<file path="src/rtl/imem_boot_ctrl_if.sv">
// Loader byte stream, core fetch port and instruction RAM port of the boot controller.
interface imem_boot_ctrl_if;
  logic        rx_valid;
  logic [7:0]  rx_data;
  logic        rx_ready;
  logic        reload;
  logic [9:0]  fetch_addr;
  logic [31:0] fetch_data;
  logic        fetch_valid;
  logic        mem_we;
  logic [9:0]  mem_addr;
  logic [31:0] mem_wdata;
  logic [31:0] mem_rdata;
  logic        core_rst;
  logic        boot_err;

  modport slave (
    input  rx_valid, rx_data, reload, fetch_addr, mem_rdata,
    output rx_ready, fetch_data, fetch_valid, mem_we, mem_addr, mem_wdata,
           core_rst, boot_err
  );

  modport master (
    output rx_valid, rx_data, reload, fetch_addr, mem_rdata,
    input  rx_ready, fetch_data, fetch_valid, mem_we, mem_addr, mem_wdata,
           core_rst, boot_err
  );
endinterface

</file>
<file path="src/rtl/imem_boot_ctrl.sv">
// Boot loader: receives a length-prefixed, XOR-checked byte image into instruction RAM,
// then releases the core and serves its fetches straight from that RAM.
module imem_boot_ctrl (
  input  logic              clk,
  input  logic              rst,
  imem_boot_ctrl_if.slave   bus
);

  typedef enum logic [2:0] {LEN0, LEN1, DATA, CSUM, RUN, ERR} state_t;

  state_t      r_state;
  state_t      w_state_nxt;
  logic [15:0] r_len;
  logic [10:0] r_word_idx;
  logic [1:0]  r_byte_cnt;
  logic [7:0]  r_xor;
  logic [23:0] r_asm;
  logic        r_we;
  logic [31:0] r_wdata;
  logic        r_rx_ready;
  logic        r_core_rst;
  logic        r_boot_err;

  logic        w_accept;
  logic [15:0] w_len_full;
  logic        w_last_word;
  logic        w_loading_nxt;

  assign w_accept    = bus.rx_valid & r_rx_ready;
  assign w_len_full  = {bus.rx_data, r_len[7:0]};
  assign w_last_word = ({5'd0, r_word_idx} == (r_len - 16'd1));

  always_comb begin
    w_state_nxt = r_state;
    case (r_state)
      LEN0: if (w_accept) w_state_nxt = LEN1;
      LEN1: begin
        if (w_accept) begin
          if (w_len_full > 16'd1024)      w_state_nxt = ERR;
          else if (w_len_full == 16'd0)   w_state_nxt = CSUM;
          else                            w_state_nxt = DATA;
        end
      end
      DATA: if (w_accept && (r_byte_cnt == 2'd3) && w_last_word) w_state_nxt = CSUM;
      CSUM: if (w_accept) w_state_nxt = (bus.rx_data == r_xor) ? RUN : ERR;
      RUN:  if (bus.reload) w_state_nxt = LEN0;
      ERR:  if (bus.reload) w_state_nxt = LEN0;
      default: w_state_nxt = LEN0;
    endcase
  end

  assign w_loading_nxt = (w_state_nxt == LEN0) || (w_state_nxt == LEN1) ||
                         (w_state_nxt == DATA) || (w_state_nxt == CSUM);

  always_ff @(posedge clk) begin
    if (rst) begin
      r_state    <= LEN0;
      r_len      <= '0;
      r_word_idx <= '0;
      r_byte_cnt <= '0;
      r_xor      <= '0;
      r_asm      <= '0;
      r_we       <= 1'b0;
      r_wdata    <= '0;
      r_rx_ready <= 1'b1;
      r_core_rst <= 1'b1;
      r_boot_err <= 1'b0;
    end else begin
      r_state    <= w_state_nxt;
      r_rx_ready <= w_loading_nxt;
      r_core_rst <= (w_state_nxt != RUN);
      r_boot_err <= (w_state_nxt == ERR);
      r_we       <= 1'b0;
      // Address advances after its write pulse; a byte taken during the pulse starts the next word.
      if (r_we) r_word_idx <= r_word_idx + 11'd1;
      case (r_state)
        LEN0: if (w_accept) r_len[7:0] <= bus.rx_data;
        LEN1: begin
          if (w_accept) begin
            r_len[15:8] <= bus.rx_data;
            r_word_idx  <= '0;
            r_byte_cnt  <= '0;
          end
        end
        DATA: begin
          if (w_accept) begin
            r_xor      <= r_xor ^ bus.rx_data;
            r_byte_cnt <= r_byte_cnt + 2'd1;
            case (r_byte_cnt)
              2'd0: r_asm[7:0]   <= bus.rx_data;
              2'd1: r_asm[15:8]  <= bus.rx_data;
              2'd2: r_asm[23:16] <= bus.rx_data;
              default: begin
                r_we    <= 1'b1;
                r_wdata <= {bus.rx_data, r_asm};
              end
            endcase
          end
        end
        RUN, ERR: begin
          if (bus.reload) begin
            r_len      <= '0;
            r_word_idx <= '0;
            r_byte_cnt <= '0;
            r_xor      <= '0;
            r_asm      <= '0;
          end
        end
        default: ;
      endcase
    end
  end

  assign bus.rx_ready    = r_rx_ready;
  assign bus.core_rst    = r_core_rst;
  assign bus.boot_err    = r_boot_err;
  assign bus.mem_we      = r_we;
  assign bus.mem_wdata   = r_wdata;
  assign bus.mem_addr    = (r_state == RUN) ? bus.fetch_addr : r_word_idx[9:0];
  assign bus.fetch_data  = (r_state == RUN) ? bus.mem_rdata : 32'h0000_0013;
  assign bus.fetch_valid = (r_state == RUN);

endmodule
</file>
<file path="src/flat_wrapper.sv">
// flat-port wrapper written by rule: the top's interface ports become plain ports
module imem_boot_ctrl_flat 
  (clk, rst, bus_rx_valid, bus_rx_data, bus_reload, bus_fetch_addr, bus_mem_rdata, bus_rx_ready, bus_fetch_data, bus_fetch_valid, bus_mem_we, bus_mem_addr, bus_mem_wdata, bus_core_rst, bus_boot_err);
  imem_boot_ctrl_if bus_i ();
  input  logic clk;
  input  logic rst;
  input wire logic [$bits(bus_i.rx_valid)-1:0] bus_rx_valid;
  input wire logic [$bits(bus_i.rx_data)-1:0] bus_rx_data;
  input wire logic [$bits(bus_i.reload)-1:0] bus_reload;
  input wire logic [$bits(bus_i.fetch_addr)-1:0] bus_fetch_addr;
  input wire logic [$bits(bus_i.mem_rdata)-1:0] bus_mem_rdata;
  output wire logic [$bits(bus_i.rx_ready)-1:0] bus_rx_ready;
  output wire logic [$bits(bus_i.fetch_data)-1:0] bus_fetch_data;
  output wire logic [$bits(bus_i.fetch_valid)-1:0] bus_fetch_valid;
  output wire logic [$bits(bus_i.mem_we)-1:0] bus_mem_we;
  output wire logic [$bits(bus_i.mem_addr)-1:0] bus_mem_addr;
  output wire logic [$bits(bus_i.mem_wdata)-1:0] bus_mem_wdata;
  output wire logic [$bits(bus_i.core_rst)-1:0] bus_core_rst;
  output wire logic [$bits(bus_i.boot_err)-1:0] bus_boot_err;
  assign bus_i.rx_valid = bus_rx_valid;
  assign bus_i.rx_data = bus_rx_data;
  assign bus_i.reload = bus_reload;
  assign bus_i.fetch_addr = bus_fetch_addr;
  assign bus_i.mem_rdata = bus_mem_rdata;
  assign bus_rx_ready = bus_i.rx_ready;
  assign bus_fetch_data = bus_i.fetch_data;
  assign bus_fetch_valid = bus_i.fetch_valid;
  assign bus_mem_we = bus_i.mem_we;
  assign bus_mem_addr = bus_i.mem_addr;
  assign bus_mem_wdata = bus_i.mem_wdata;
  assign bus_core_rst = bus_i.core_rst;
  assign bus_boot_err = bus_i.boot_err;
  imem_boot_ctrl u_core (.clk(clk), .rst(rst), .bus(bus_i));
endmodule
</file>
<file path="config.mk">
export PLATFORM = sky130hd
export DESIGN_NAME = imem_boot_ctrl_flat
export DESIGN_NICKNAME = d
export VERILOG_FILES = /design/src/rtl/imem_boot_ctrl_if.sv /design/src/rtl/imem_boot_ctrl.sv /design/src/flat_wrapper.sv
export SDC_FILE = /design/constraint.sdc
export NUM_CORES = 1
export LEC_CHECK = 0
export CORE_MARGIN = 10
export CORE_UTILIZATION = 25
export DETAILED_ROUTE_END_ITERATION = 12
export GPL_ROUTABILITY_DRIVEN = 1
export GPL_TIMING_DRIVEN = 0
export PLACE_DENSITY_LB_ADDON = 0.12
export SYNTH_ARGS = -nofsm -noshare
export SYNTH_HDL_FRONTEND = slang
export SYNTH_SLANG_ARGS = --single-unit
</file>
<file path="constraint.sdc">
create_clock -name clk -period 2.3 [get_ports clk]
set_input_delay 0.23 -clock clk [delete_from_list [all_inputs] [get_ports clk]]
set_output_delay 0.23 -clock clk [all_outputs]
set_load 0.05 [all_outputs]
</file>
==> results.ini, run 1 <==
[status]
status = complete, no violations

[synthesis]
synth_nets = 646
async_reset_ff_share_pct = 0
synth_fa_ha_area_share_pct = 1.88
synth_edf_count = 0
synth_compound_area_share_pct = 15.4
netlist_area_sq_um = 4660
synth_top_family_by_area = simple AND/OR/NAND/NOR gates
synth_cell_types = 48
postSynthAreaPerCell_sq_um = 7.97
synthCells = 585
ys_seq_area_share_pct = 42.9
synth_xor_xnor_area_share_pct = 6.20
ys_ff_latch = 100
synth_top_flop_cell = dfxtp_1
yosys.area_share.simple_pct = 26.6
ys_warn_count = 0
muxShareOfSynthArea_pct = 2.87

[finish]
layout_common_cells = 97 x dfxtp_1, 93 x nand2_1, 89 x nor2_1, 83 x clkdlybuf4s50_1, 67 x a21oi_1
antenna_cells = 0
fill_cells = 1901
final_cell_area_sq_um = 6580
area_growth_pct = 41.1
final_common_cell = dfxtp_1
layout-drive-gt1-share_pct = 13.9
area.sequential_sq_um = 2010
fin_cells = 958
multi_input_area_sq_um = 2520
num-nets-final = 785
utilization_pct = 36.3

[routing]
ant_nets = 0
vias = 4483
wire_per_inst_um = 15.9
viasPerCell = 4.68
drtIter0Drc = 278
routed_wl_mm = 15.3
drc = 0
dr.pass1.iters = 5

[floorplan]
die_area_sq_um = 24500
coreArea_sq_um = 18100
fp.dieH_um = 157
die_w_um = 157
ios = 133
start_util_pct = 25.7
rows = 49

[sta]
fin_crit_ps = 2180
fmax_mhz = 459
fin_skew_ps = 8.82
holdWs_ps = 227
worst_slew_pin_slew_ps = 649
finalHoldViolations = 0
rsz0062_at_grt = false
slew_headroom_pct = 56.8
drv_slew = 0
finalSetupViolCount = 0
fin_crit_sh_pct = 94.8

[placed_design]
dp_hpwl_mm = 11.8
placed_cell_area_sq_um = 6220
portBuffers = 127
gp_congestion = 0.817
dpl.cell_count = 941

[worst_setup_path]
path_max_fanout = 10
endpoint_kind = output port
path_class = reg2out
critPathLaunchType = flop
cp_data_arrival_time_ps = 1950
critPathRequiredTime_ps = 2070

[global_route]
met1_usage_pct = 13.9
grt_pass1_vias = 4519
grt_pass1_wl_mm = 24.0
grt_max_degree = 18
grt_util_met3_pct = 3.97
met2_usage_pct = 21.2
grt_busiest_layer = met2
grt_usage_pct = 12.2
overflow = 0
antenna_found_initial = 0

[clock_tree]
cts_tree = yes
cts.sinks = 100
numCtsBuffers = 9
clk_pin_slew_worst_paths_ps = 70
ctsRootBufferMaster = clkbuf_16
clock_latency_ps = 350
h-tree-depth = 3
cts_buffer_depth = 2

[power]
p_leak_uw = 0.00236
power.total_uw = 3920
p_per_area_nw_per_um2 = 596
ir_drop_v = 0.000305

[run]
max_cap_viol_count = 0

[hold_path]
hold_class = in2reg

[worst paths after layout]
| path | start | to | slack, ps | depth (start not counted) |
|---|---|---|---|---|
| min | bus_rx_data[5] | u_core.bus.mem_wdata[29]$_SDFFE_PP0P_ | 230 | 3 |
| max reg2reg | u_core.r_len[0]$_SDFFE_PP0P_ | u_core.r_state[0]$_SDFF_PP0_ | 140 | 8 |
| min reg2reg | u_core.bus.mem_wdata[16]$_SDFFE_PP0P_ | u_core.bus.mem_wdata[16]$_SDFFE_PP0P_ | 460 | 2 |
| max | u_core.r_state[1]$_SDFF_PP0_ | bus_fetch_data[11] | 120 | 6 |
[where the power goes]
group          switching (uW)  internal (uW)  total, uW  leakage, uW
registers                41.6           1770       1810     0.000809
clock network             686            778       1460     0.000141
logic                     377            276        653      0.00141
[what timing repair did]
action	CTS	global route
endpoints found under the setup margin	46	74
buffers inserted	2	0
hold buffers	0	0
gates resized for setup	161	21
[state kept, by name, indices dropped and copies added, names as in the netlist]
name,count
u_core.bus.core_rst,1
u_core.r_byte_cnt,2
u_core.bus.mem_we,1
u_core.r_state,3
u_core.r_word_idx,11
u_core.r_xor,8
u_core.r_len,16
u_core.bus.boot_err,1
u_core.r_asm,24
u_core.bus.mem_wdata,32
u_core.bus.rx_ready,1
[worst max-delay path: stages, from the launching register on]
cell and delay, ps:
dfxtp_1 310, clkbuf_2 180, nand2b_4 210, nor2_4 170, clkbuf_2 210, and2_1 150
clkdlybuf4s15_2 370
[metal layers]
layer  up-vias  part of all wire, %
met5         -                    0
met3        15                  7.7
li1       2251                    -
met4         0                  1.3
met1      2085                   43
met2       132                   48
[synth_stat cells (all sizes together) (2+ instances only)]
library cell | n | area [sq um]
xnor2 | 21 | 184
clkbuf | 38 | 144
o21ai | 6 | 30.0
a22oi | 19 | 143
or3 | 7 | 43.8
a41o | 7 | 70.1
a21oi | 68 | 344
nand4 | 8 | 50.1
inv | 10 | 37.5
a21o | 3 | 22.5
nand2 | 95 | 359
a211oi | 2 | 15.0
nor3 | 7 | 40.0
ha | 7 | 87.6
and2 | 30 | 188
mux2 | 11 | 124
or2 | 2 | 12.5
nor4 | 3 | 33.8
nor2 | 91 | 344
xor2 | 12 | 105
and3 | 3 | 18.8
or4 | 4 | 30.0
nand2b | 4 | 25.0
nor4b | 3 | 26.3
a211o | 2 | 17.5
nand3 | 7 | 35.0
buf | 2 | 10.0
nor3b | 2 | 20.0
dfxtp | 100 | 2000
[area by class of cell]
cell class | count | share of cell area (%)
repair buffers | 129 | 19.4
clock inverters | 5 | 0.666
inverters | 10 | 0.570
well taps | 229 | 4.35
plain buffers | 39 | 2.53
flip-flops and latches | 100 | 30.5
clock buffers | 11 | 3.69
multi-input cells | 435 | 38.4
[metrics by stage]
stage	worst slack (ps)	TNS [ps]
3_3_place_gp	-700	-25070
4_1_cts	-39.3	-506
3_5_place_dp	-738	-26490
6_report	120	0
2_1_floorplan	79.8	0
5_1_grt	0.941	0
[cells by family after synthesis]
kind of cell    after synthesis
flops                       100
simple gates                268
buf+inv                      50
mux                          12
fa+ha+maj                     7
compound gates              115
xor+xnor                     33
Note: power is estimated with default switching activity, not from simulation.
==> run 2: changes to the inputs <==
Settings changed: CAP_MARGIN set to 25, CTS_CLUSTER_DIAMETER set to 200.
Clock period 2.3 ns to 2.67 ns, I/O delays scaled along.
==> run 2 against run 1 <==
Against the previous run: global-route usage decreased by 0.063 points; non-clock buffer count shrank 2; via count shrank 1.2%; die area unchanged; clock skew down 1.0 ps; first-iteration DRC count stayed put; sequential share of layout area is 1.1 points higher; utilization decreased by 1.3 points; register-to-register slack improved by 40 ps; critical path type is now reg2reg; largest cell class unchanged; largest power group unchanged.
==> results.ini, run 2 (same netlist as run 1, synthesis figures left out) <==
[floorplan]
die_area_sq_um = 24500
fp.dieH_um = 157
coreArea_sq_um = 18100
die_w_um = 157
rows = 49
start_util_pct = 25.7
ios = 133

[finish]
num-nets-final = 783
layout_common_cells = 100 x dfxtp_1, 94 x nand2_1, 89 x nor2_1, 84 x clkdlybuf4s50_1, 67 x a21oi_1
largest_reg_flops = 32
layout-drive-gt1-share_pct = 11.3
final_common_cell = dfxtp_1
final_cell_area_sq_um = 6340
multi_input_area_sq_um = 2490
area.sequential_sq_um = 2000
area_growth_pct = 36.0
antenna_cells = 0
fill_cells = 1942

[sta]
finalSetupViolCount = 0
fin_skew_ps = 7.79
worst_slew_pin_slew_ps = 648
drv_slew = 0
fmax_mhz = 402
fin_crit_sh_pct = 93.1
slew_headroom_pct = 56.8
fin_ws_ps = 184
finalHoldViolations = 0
rsz0062_at_grt = false
fin_crit_ps = 2490

[hold_path]
hold_class = in2reg
holdPathStages = 3
min_to = u_core.bus.mem_wdata[29]$_SDFFE_PP0P_
hold_start = bus_rx_data[5]

[routing]
vias = 4430
wire_per_inst_um = 16.0
routed_wl_mm = 15.3
ant_nets = 0
dr.pass1.iters = 4
drc = 0
viasPerCell = 4.63
drtIter0Drc = 278

[worst_setup_path]
endpoint_kind = flop
path_max_fanout = 7
reg2reg_slack_ps = 180
path_class = reg2reg
critPathRequiredTime_ps = 2930
critPathLaunchType = flop
timing.rr.start = u_core.r_len[0]$_SDFFE_PP0P_
r2r-end = u_core.r_state[0]$_SDFF_PP0_
cp_data_arrival_time_ps = 2750
ff2ff_path_depth = 8

[global_route]
grt_usage_pct = 12.2
grt_max_degree = 18
antenna_found_initial = 0
grt_pass1_vias = 4480
grt_pass1_wl_mm = 23.8
overflow = 0

[clock_tree]
numCtsBuffers = 9
ctsRootBufferMaster = clkbuf_16
cts_tree = yes
post_cts_buffers = 0
ctsResizeCount = 52
cts_buffer_depth = 2
clock_latency_ps = 350
cts.sinks = 100
hold_buffers = 0
clk_pin_slew_worst_paths_ps = 70
h-tree-depth = 3

[placed_design]
placed_cell_area_sq_um = 6220
dp_hpwl_mm = 11.8
gp_congestion = 0.817
portBuffers = 127
place_ws_ps = -405

[power]
switching_share_pct = 28.2
ir_drop_v = 0.000265
p_sw_uw = 944
seqPwrFrac_pct = 46.5
p_leak_uw = 0.00232
p_clk_share_pct = 37.6
combPwrFrac_pct = 15.9
internal_power_uw = 2400
p_per_area_nw_per_um2 = 528

[run]
max_cap_viol_count = 0

[status]
status = complete, no violations

[run 2: cell count changes in the layout (fill, tap and decap cells not counted), moves of 2 or more]
cell,delta
buf_4,-2
clkbuf_1,+6
clkbuf_2,+31
dfxtp_1,+3
clkdlybuf4s15_2,-30
buf_2,-11
dlygate4sd2_1,+4
dfxtp_2,-3
[run 2: worst max-delay path by stage]
stage                                 start                            to  slack (ps)
2_1_floorplan  u_core.r_state[1]$_SDFF_PP0_            bus_fetch_data[22]         410
3_3_place_gp   u_core.r_state[2]$_SDFF_PP0_               bus_mem_addr[8]        -370
3_5_place_dp   u_core.r_state[2]$_SDFF_PP0_               bus_mem_addr[1]        -400
4_1_cts        u_core.r_state[1]$_SDFF_PP0_               bus_mem_addr[8]          -1
5_1_grt        u_core.r_len[0]$_SDFFE_PP0P_  u_core.r_state[0]$_SDFF_PP0_          30
6_report       u_core.r_len[0]$_SDFFE_PP0P_  u_core.r_state[0]$_SDFF_PP0_         180
[run 2: critical path: stages, from the launching register on]
cell and delay [ps]:
dfxtp_1 380, inv_1 80, ha_1 210, nor3b_2 430, nand2_1 170, xnor2_1 180
mux2_2 350, a211o_1 330, o32ai_2 260
[run 2: power by group through the flow]
stage / Clock [uW] / Combinational, uW / Sequential [uW]
2_1_floorplan: 0 / 342 / 1590
3_3_place_gp: 0 / 542 / 1590
3_5_place_dp: 0 / 548 / 1590
4_1_cts: 1310 / 537 / 1550
5_1_grt: 1360 / 582 / 1560
6_report: 1260 / 532 / 1560
[run 2: routing by layer]
layer / vias to the layer above / track usage, % / part of all wire, %
li1: 2244 / - / -
met1: 2039 / 14.0 / 43
met2: 133 / 21.0 / 48
met3: 14 / 4.00 / 7.3
met4: 0 / 3.73 / 1.2
met5: - / 0 / 0
[run 2: per-stage QoR]
step	cells	setup TNS, ps	utilization, %	total power, uW	hold slack, ps
after floorplan	585	0	-	1930	403
final	956	0	34.9	3350	263
after global placement	941	-4990	34.3	2130	438
after detailed placement	941	-6600	34.3	2140	444
after global routing	956	0	34.9	3510	280
after CTS	956	-1.41	35.6	3400	243
[run 2: area by class of cell]
class	instances	area share, %
plain buffers	39	2.45
inverters	10	0.592
well taps	229	4.52
clock inverters	5	0.690
repair buffers	127	17.1
clock buffers	11	3.83
multi-input cells	435	39.3
flip-flops and latches	100	31.6
